[src/rtl/chrom_eval_pkg.sv]
// rtl/chrom_eval_pkg.sv - shared state encoding, defaults and saturating add for the evaluation engine
package chrom_eval_pkg;

  typedef enum logic [2:0] {
    ST_IDLE   = 3'd0,
    ST_CLEAR  = 3'd1,
    ST_SETTLE = 3'd2,
    ST_HOLD   = 3'd3,
    ST_DONE   = 3'd4
  } eval_state_t;

  localparam int DEF_IN_W          = 8;
  localparam int DEF_OUT_W         = 8;
  localparam int DEF_SEQ_DEPTH     = 64;
  localparam int DEF_CNT_W         = 32;
  localparam int DEF_IGNORE_CYCLES = 5;
  localparam int DEF_ADDR_W        = 15;

  // Callers pass their own ceiling so one function serves any counter width up to 64.
  function automatic logic [63:0] sat_add(input logic [63:0] a,
                                          input logic [63:0] b,
                                          input logic [63:0] max_val);
    logic [64:0] s;
    s = {1'b0, a} + {1'b0, b};
    return (s > {1'b0, max_val}) ? max_val : s[63:0];
  endfunction

endpackage

[src/rtl/chrom_eval_err_channel.sv]
// rtl/chrom_eval_err_channel.sv - one output bit: sticky per-vector mismatch flag and saturating error count
module chrom_eval_err_channel
  import chrom_eval_pkg::*;
#(
  parameter int CNT_W = DEF_CNT_W
) (
  input  logic             clk,
  input  logic             rst_n,
  input  logic             clear_sum,
  input  logic             clear_flag,
  input  logic             sample,
  input  logic             mismatch,
  input  logic             commit,
  output logic [CNT_W-1:0] sum,
  output logic [CNT_W-1:0] sum_next
);

  localparam logic [63:0] SAT_MAX = (64'(1) << CNT_W) - 64'(1);

  logic flag;
  logic flag_now;

  // The last HOLD cycle's own sample must count, so commit uses the look-ahead flag.
  assign flag_now = flag | (sample & mismatch);
  assign sum_next = CNT_W'(sat_add(64'(sum), 64'(flag_now), SAT_MAX));

  always_ff @(posedge clk or negedge rst_n) begin
    if (!rst_n) begin
      flag <= 1'b0;
      sum  <= '0;
    end else begin
      if (clear_sum) begin
        sum <= '0;
      end else if (commit) begin
        sum <= sum_next;
      end
      if (clear_flag) begin
        flag <= 1'b0;
      end else begin
        flag <= flag_now;
      end
    end
  end

endmodule

[src/rtl/chrom_eval_engine.sv]
// rtl/chrom_eval_engine.sv - fitness-evaluation sequencer; define CHROM_EVAL_TRACE_EN for the trace stream
module chrom_eval_engine
  import chrom_eval_pkg::*;
#(
  parameter int IN_W          = DEF_IN_W,
  parameter int OUT_W         = DEF_OUT_W,
  parameter int SEQ_DEPTH     = DEF_SEQ_DEPTH,
  parameter int CNT_W         = DEF_CNT_W,
  parameter int IGNORE_CYCLES = DEF_IGNORE_CYCLES,
  parameter int ADDR_W        = DEF_ADDR_W
) (
  input  logic                                  iClock,
  input  logic                                  iResetN,
  input  logic                                  iStart,
  input  logic                                  iAck,
  input  logic [15:0]                           iHoldCycles,
  input  logic [$clog2(SEQ_DEPTH+1)-1:0]        iSeqCount,
  input  logic [CNT_W+$clog2(OUT_W)-1:0]        iMaxErrors,
  input  logic [SEQ_DEPTH-1:0][IN_W-1:0]        iInputSeq,
  input  logic [SEQ_DEPTH-1:0][OUT_W-1:0]       iExpected,
  input  logic [SEQ_DEPTH-1:0][OUT_W-1:0]       iValidMask,
  input  logic [OUT_W-1:0]                      iCircuitOut,
  output logic [IN_W-1:0]                       oCircuitIn,
  output logic                                  oCircuitClear,
  output logic                                  oReady,
  output logic                                  oDone,
  output logic                                  oAborted,
  output logic [OUT_W-1:0][CNT_W-1:0]           oErrorSums,
  output logic [CNT_W+$clog2(OUT_W)-1:0]        oTotalErrors,
  output logic [2:0]                            oState,
  output logic                                  oTraceWr,
  output logic [ADDR_W-1:0]                     oTraceAddr,
  output logic [31:0]                           oTraceData
);

  localparam int SEQ_W = $clog2(SEQ_DEPTH + 1);
  localparam int IDX_W = (SEQ_DEPTH > 1) ? $clog2(SEQ_DEPTH) : 1;
  localparam int TOT_W = CNT_W + $clog2(OUT_W);
  localparam logic [15:0] IGNORE_LIMIT = 16'(IGNORE_CYCLES);

  eval_state_t state, state_next;

  logic [IDX_W-1:0]              index;
  logic [15:0]                   hold_cnt;
  logic [15:0]                   hold_len;
  logic                          last_cycle;
  logic                          last_vec;
  logic                          start_run;
  logic                          settle_en;
  logic                          sample_en;
  logic                          commit;
  logic                          budget_hit;
  logic [OUT_W-1:0]              mismatch;
  logic [OUT_W-1:0][CNT_W-1:0]   sum_next;
  logic [TOT_W-1:0]              total_next;

  assign hold_len   = (iHoldCycles == 16'd0) ? 16'd1 : iHoldCycles;
  assign last_cycle = (hold_cnt == hold_len - 16'd1);
  // An over-range iSeqCount stops at the last stored vector instead of wrapping.
  assign last_vec   = (SEQ_W'(index) == iSeqCount - SEQ_W'(1)) ||
                      (index == IDX_W'(SEQ_DEPTH - 1));
  assign start_run  = (state == ST_IDLE) && iStart;
  assign settle_en  = (state == ST_SETTLE);
  assign sample_en  = (state == ST_HOLD) && (hold_cnt >= IGNORE_LIMIT);
  assign commit     = (state == ST_HOLD) && last_cycle;
  assign mismatch   = (iCircuitOut ^ iExpected[index]) & iValidMask[index];
  assign budget_hit = (iMaxErrors != '0) && (total_next >= iMaxErrors);

  always_comb begin
    total_next   = '0;
    oTotalErrors = '0;
    for (int b = 0; b < OUT_W; b++) begin
      total_next   = total_next + TOT_W'(sum_next[b]);
      oTotalErrors = oTotalErrors + TOT_W'(oErrorSums[b]);
    end
  end

  for (genvar b = 0; b < OUT_W; b++) begin : g_chan
    chrom_eval_err_channel #(
      .CNT_W(CNT_W)
    ) u_chan (
      .clk       (iClock),
      .rst_n     (iResetN),
      .clear_sum (start_run),
      .clear_flag(settle_en),
      .sample    (sample_en),
      .mismatch  (mismatch[b]),
      .commit    (commit),
      .sum       (oErrorSums[b]),
      .sum_next  (sum_next[b])
    );
  end

  always_ff @(posedge iClock or negedge iResetN) begin
    if (!iResetN) begin
      state <= ST_IDLE;
    end else begin
      state <= state_next;
    end
  end

  always_comb begin
    state_next = state;
    case (state)
      ST_IDLE:   if (iStart) state_next = ST_CLEAR;
      ST_CLEAR:  state_next = (iSeqCount == '0) ? ST_DONE : ST_SETTLE;
      ST_SETTLE: state_next = ST_HOLD;
      ST_HOLD: begin
        if (last_cycle) begin
          state_next = (budget_hit || last_vec) ? ST_DONE : ST_SETTLE;
        end
      end
      ST_DONE:   if (iAck) state_next = ST_IDLE;
      default:   state_next = ST_IDLE;
    endcase
  end

  always_ff @(posedge iClock or negedge iResetN) begin
    if (!iResetN) begin
      index      <= '0;
      hold_cnt   <= '0;
      oCircuitIn <= '0;
      oAborted   <= 1'b0;
    end else begin
      case (state)
        ST_IDLE: begin
          if (iStart) begin
            index    <= '0;
            oAborted <= 1'b0;
          end
        end
        ST_SETTLE: begin
          oCircuitIn <= iInputSeq[index];
          hold_cnt   <= '0;
        end
        ST_HOLD: begin
          if (last_cycle) begin
            if (budget_hit) begin
              oAborted <= 1'b1;
            end else if (!last_vec) begin
              index <= index + IDX_W'(1);
            end
          end else begin
            hold_cnt <= hold_cnt + 16'd1;
          end
        end
        default: ;
      endcase
    end
  end

  assign oCircuitClear = (state == ST_CLEAR);
  assign oReady        = (state == ST_IDLE);
  assign oDone         = (state == ST_DONE);
  assign oState        = state;

`ifdef CHROM_EVAL_TRACE_EN
  logic [ADDR_W-1:0] trace_addr;

  always_ff @(posedge iClock or negedge iResetN) begin
    if (!iResetN) begin
      trace_addr <= '0;
    end else if (start_run) begin
      trace_addr <= '0;
    end else if (state == ST_HOLD) begin
      trace_addr <= trace_addr + ADDR_W'(1);
    end
  end

  assign oTraceWr   = (state == ST_HOLD);
  assign oTraceAddr = trace_addr;
  assign oTraceData = {8'(oCircuitIn), 8'(index), 8'(iExpected[index]), 8'(iCircuitOut)};
`else
  assign oTraceWr   = 1'b0;
  assign oTraceAddr = '0;
  assign oTraceData = '0;
`endif

endmodule

[config.mk]
export PLATFORM = sky130hd
export DESIGN_NAME = chrom_eval_engine
export DESIGN_NICKNAME = d
export VERILOG_FILES = /design/src/rtl/chrom_eval_pkg.sv /design/src/rtl/chrom_eval_err_channel.sv /design/src/rtl/chrom_eval_engine.sv
export SDC_FILE = /design/constraint.sdc
export NUM_CORES = 2
export LEC_CHECK = 0
export CAP_MARGIN = 20
export CORE_AREA = 2 2 770 772
export DETAILED_ROUTE_END_ITERATION = 10
export DIE_AREA = 0 0 772 774
export PLACE_DENSITY_LB_ADDON = 0.05
export SLEW_MARGIN = 15
export SYNTH_ARGS = -nofsm -noshare
export SYNTH_HDL_FRONTEND = slang
export SYNTH_HIERARCHICAL = 1
export SYNTH_SLANG_ARGS = --single-unit
[constraint.sdc]
create_clock -name iClock -period 12.76 [get_ports iClock]
set_input_delay 1.276 -clock iClock [delete_from_list [all_inputs] [get_ports iClock]]
set_output_delay 1.276 -clock iClock [all_outputs]
set_load 0.01 [all_outputs]
* Word-level counts from Yosys, hierarchy flattened
Cells that the tools add are included.
** Word-level totals
- Output and inout bits :: 354
- Word-level logic and storage cells :: 163
- Bits in registers :: 298
** Cells by class
- Equality and inequality tests :: 14
- Reduce and logical (&&, ||, !) cells :: 17
- Muxes and demuxes :: 56
- Add/subtract/negate cells :: 26
- $lt $le $gt $ge :: 11
- Bitwise gates (word level) :: 18
** Operators with widths (number)
- 32-bit two-way mux :: 24
- 35-bit by 32-bit adder with 35-bit output :: 8
- 32-bit by 1-bit adder with 33-bit output :: 8
- 33-bit by 32-bit > comparator with 1-bit output (second input constant) :: 8
- 8-bit binary-select mux with 6-bit select :: 3
- 34-bit by 32-bit adder with 35-bit output :: 2
- 33-bit by 32-bit adder with 34-bit output :: 2
- 32-bit by 32-bit adder with 33-bit output :: 2
- 35-bit >= comparator :: 1
- 35-bit nonzero test :: 1
- 16-bit two-way mux :: 2
- 16-bit case mux with 2 select lines :: 1
- 6-bit two-way mux :: 4
- 8-bit two-way mux :: 3
- 16-bit by 1-bit adder with 16-bit output (second input constant) :: 1
- 16-bit equality test :: 1
- 16-bit by 3-bit >= comparator with 1-bit output (second input constant) :: 1
- 16-bit logical NOT :: 1
- 16-bit by 1-bit subtractor with 16-bit output (second input constant) :: 1
- 3-bit two-way mux :: 5
- 3-bit case mux with 5 select lines :: 1
- 2-bit inequality test (second input constant) :: 7
- 6-bit case mux with 2 select lines :: 1
- 1-bit two-way mux :: 11
- 22 further kinds :: 43

* Depth between registers and ports, before layout
- Depth in word-level cells :: 22
- Mapped depth :: 52

* Hierarchy
Netlist, hierarchy kept.
** Modules (own cells, without submodules)
- chrom_eval_engine :: area an instance 28295.9 µm², cells each 2407, times used 1, sequential area each 850.8 µm²
- chrom_eval_err_channel :: area an instance 2459.9 µm², cells each 289, times used 8, sequential area each 825.8 µm²

* Worst setup path after synthesis
OpenSTA, ideal clock, no wires.
- Path type :: input to register
- From :: in iExpected[505] in the netlist's numbering
- To :: reg index[0]
- Arrival time :: 11.009 ns
- Setup time :: 0.125 ns
- Path slack :: 1.626 ns
- Required time :: 12.635 ns
- Buffers on the path :: 3
- Cell stages on the path :: 43
- Path through :: mux4_2 -> mux4_2 -> mux4_2 -> xor2_1 -> and2_1 -> a21o_1 -> ha_1 -> ha_1 -> and3_1 -> buf_4 -> nand2_2 -> or4_4 -> buf_6 -> clkbuf_1 -> nand2_1 -> inv_1 -> fa_1 -> inv_1 -> (+7 left out) -> a22o_1 -> a211oi_1 -> o31ai_1 -> o2111ai_1 -> a21oi_1 -> a221oi_1 -> a21oi_1 -> xor2_1 -> ha_1 -> a21o_1 -> a21o_1 -> a21oi_1 -> o211ai_1 -> o21bai_1 -> a221oi_1 -> o21a_4 -> inv_2 -> mux2_2
** RTL lines
- from (decl) :: line chrom_eval_engine.sv:20 : input logic [SEQ_DEPTH-1:0][OUT_W-1:0] iExpected,
- to (signal assigned) :: line chrom_eval_engine.sv:141 : index <= index + IDX_W'(1);
- to (decl) :: line chrom_eval_engine.sv:43 : logic [IDX_W-1:0] index;

==> reports/summary.log <==
INFO  yosys          ys_seq_elements=298
INFO  global_routing global_route_wire_length_before_repair=619000um
INFO  timing         setup-violations-final=0
INFO  timing         final_hold_viol_count=0
INFO  clock_network  h_tree_level_count=2
INFO  setup_path     cp_max_delay_cell=mux4_2
INFO  timing         hold_ws=0.478ns
INFO  yosys          synthDominantCellAreaShare=0.235
INFO  place          place_worst_setup_slack=-1.02ns
INFO  yosys          synth.area.top_cells=mux4_2 23%, fa_1 16%, dfrtp_1 16%, inv_1 4.8%, xnor2_1 3.9%
INFO  timing         max-slew-margin-rel=0.267
INFO  yosys          synth_area=0.0480mm2
INFO  floorplanning  fp.coreArea=0.589mm2
INFO  place          gpl.final_weighted_congestion=0.858
INFO  setup_path     path_max_fanout=6
INFO  global_routing grt_antenna_before_repair=250
INFO  yosys          synth.yosys.seq_area_share=0.155
INFO  floorplanning  placementRows=282
INFO  setup_path     timing.critical_path.mode_cell=buf_4
INFO  drt            vias=49275
INFO  drt            drt-wirelength-per-cell=33.0um
INFO  finish         mostFrequentLayoutCells=1910 x clkdlybuf4s50_1, 615 x inv_1, 500 x mux4_2
INFO  yosys          postSynth.asyncResetShare=1.00
INFO  drt            antenna_violating_nets_post_route=0
INFO  floorplanning  floorplan.io_pins=1960
INFO  clock_network  clk-insertion-delay-late=0.74ns
INFO  setup_path     timing.setup.critical_path_class=in -> reg
INFO  finish         design.final.nets=8977
INFO  finish         final_layout_size_suffix_gt1_frac=0.187
INFO  setup_path     crit_arrival=12.71ns
INFO  yosys          synth_compound_area_frac=0.107
INFO  finish         finish.instance_area=0.0817mm2
INFO  finish         layout_commonest_cell=clkdlybuf4s50_1
INFO  place          hpwl=434000um
INFO  drt            drt-initial-drc-count=2634
INFO  yosys          ys.flop_type=dfrtp_1
INFO  yosys          synth_warnings=6
INFO  pwr            vdd.ir_drop.worst=0.000109V
INFO  floorplanning  dieHeight=774um
INFO  timing         postLayoutSetupSlackWorst=0.657ns
INFO  finish         area_growth=70.2%
INFO  floorplanning  die_area=0.598mm2
INFO  flow_run       drv.max_cap_violation_count=0
INFO  clock_network  cts_tree=done
INFO  status         outcome=finished, final reports clean
INFO  clock_network  cts_buffer_depth=3
INFO  timing         final.setup_skew=0.0498ns
INFO  yosys          post_synth_fa_ha_maj_area_fraction=0.195
INFO  timing         grt_setup_unrepaired=no
INFO  yosys          avg_synthesized_cell_area=10.2um2
INFO  drt            route.final.wire_length=488000um
INFO  setup_path     worst_setup_path_end_kind=register
INFO  global_routing grt_max_degree=103
INFO  yosys          combinational_family_with_the_most_area_after_synthesis=multiplexers
INFO  pwr            power.static_leakage=0.0310uW
INFO  worst_hold_path holdCritPathClass=reg -> reg
INFO  floorplanning  start_util=0.0815
INFO  global_routing first_global_vias=53934
INFO  setup_path     critPathLaunchType=primary input
INFO  place          placedInstanceArea=0.0794mm2
INFO  drt            detail_route.drc_violations=0
INFO  yosys          synth_simple_gate_area_frac=0.154
INFO  yosys          synth-xor-area-share=0.0550
INFO  yosys          post-synth-top-area-cell=mux4_2
INFO  setup_path     timing.critical_path.required=13.37ns
INFO  timing         finalWorstPathRequiredPeriod=12.10ns
INFO  setup_path     max_stage_delay=0.57ns
INFO  clock_network  numClockSinks=298
INFO  global_routing grt_remaining_overflow=0
INFO  timing         max_clock_freq=82.6MHz
INFO  yosys          synth-edff-count=0
INFO  global_routing grtUsageTotal=0.158
INFO  yosys          muxShareOfSynthArea=0.246
INFO  clock_network  cts_root_buf=clkbuf_16
INFO  drt            detail_route.first_pass.iterations=5
INFO  floorplanning  dieWidth=772um
INFO  yosys          synthesis.instances=4719
INFO  pwr            power.density=58.5mW/mm2
INFO  clock_network  clk_pin_slew=0.06ns
INFO  clock_network  cts_buffers=52
INFO  timing         worst_slew_pin_slew=1.10ns
INFO  timing         final_max_slew_viol_count=0
INFO  yosys          synthDistinctLibCells=82
INFO  timing         final_min_period_over_clock_period=0.949
INFO  place          io_buffers=1911
INFO  drt            vias_per_cell=3.33
[per-layer routing]
metal | track usage | wire (um) | up-vias
met4 | 0.0273 | 9480 | 140
met3 | 0.0319 | 26300 | 468
met5 | 0 | 901 | -
met1 | 0.187 | 195000 | 25519
met2 | 0.296 | 256000 | 1732
li1 | - | - | 21416
[synth_stat cells, types with 24 or more instances]
| master | instances |
|---|---|
| and3_1 | 109 |
| ha_1 | 135 |
| a311oi_1 | 67 |
| fa_1 | 382 |
| nand2_1 | 374 |
| a211oi_1 | 40 |
| nand2_2 | 24 |
| nor3_2 | 40 |
| a221oi_1 | 28 |
| nand3_1 | 78 |
| xor2_1 | 85 |
| nor4_1 | 31 |
| nand2b_1 | 25 |
| nor2b_1 | 25 |
| a21oi_1 | 185 |
| and4_1 | 86 |
| dfrtp_1 | 298 |
| mux4_2 | 500 |
| nor2_1 | 239 |
| nor3_1 | 75 |
| a31oi_1 | 81 |
| clkbuf_1 | 148 |
| o21a_1 | 126 |
| mux2_2 | 25 |
| buf_4 | 83 |
| mux2i_1 | 26 |
| buf_2 | 67 |
| o21ai_0 | 88 |
| xnor2_1 | 216 |
| buf_1 | 35 |
| nand4_1 | 80 |
| a21o_1 | 47 |
| inv_1 | 616 |
| and2_1 | 29 |
[final timing paths]
kind | from | cells past startpoint | slack (ns) | endpoint
setup / recovery | iExpected[50] | 47 | 0.66 | index[0]
hold / removal | oCircuitIn[7] | 2 | 0.48 | oCircuitIn[7]
setup reg to reg | index[0] | 49 | 0.70 | index[0]
hold reg to reg | oCircuitIn[7] | 2 | 0.48 | oCircuitIn[7]
max in group asynchronous | iResetN | 3 | 10.14 | oCircuitIn[7]
min in group asynchronous | iResetN | 1 | 0.50 | g_chan[2].u_chan/sum[0]
[logic make-up after synthesis]
kind of cell | after synthesis
muxes | 551
other | 1
DFF | 298
AOI/OAI and AO/OA | 760
adders and majority gates | 517
buffers and inverters | 982
xor gates and xnor gates | 301
and+or+nand+nor | 1309
[report_power, final]
group          internal (uW)  switching (uW)
clock network           1020             691
logic                   1080             944
registers                970            77.9
[area by class of cell]
type	count	area [um2]
multi-input cells	3486	36600
clock buffers	79	1600
well taps	7810	9770
flip-flops and latches	298	7480
clock inverters	18	300
fillers	66482	507000
repair buffers	2398	23400
diodes	72	180
inverters	618	2330
[state kept, by name (all words and copies together) (netlist names)]
signal              count
oCircuitIn              8
hold_cnt               16
g_chan.u_chan/sum     256
index                   6
oAborted                1
g_chan.u_chan/flag      8
oState                  3
[through the flow]
step                      setup TNS [ns]  cells   util  power, uW
after global routing                   0  14723  0.139       5080
after floorplan                        0   4766      -       1790
after CTS                              0  14703  0.138       4940
final                                  0  14779  0.139       4780
after detailed placement           -7.94  14603  0.135       3130
after global placement             -9.92  14603  0.135       3150
[timing repair]
action | 4_1_cts | 5_1_grt
hold buffers | 0 | 0
pin swaps | 0 | 1
setup buffers | 3 | 3
cloned | 0 | 1
hold endpoints to repair | 0 | 0
setup endpoints to repair | 9 | 8
gates resized for setup | 5 | 14
[critical path: cells and delay by family]
family / cells / cell delay (ns)
AOI/OAI and AO/OA: 13 / 2.64
xor gates and xnor gates: 3 / 0.67
muxes: 4 / 1.82
adders and majority gates: 7 / 2.76
and+or+nand+nor: 7 / 1.48
buffers and inverters: 13 / 2.01
Note: power is estimated with default switching activity, not from simulation.
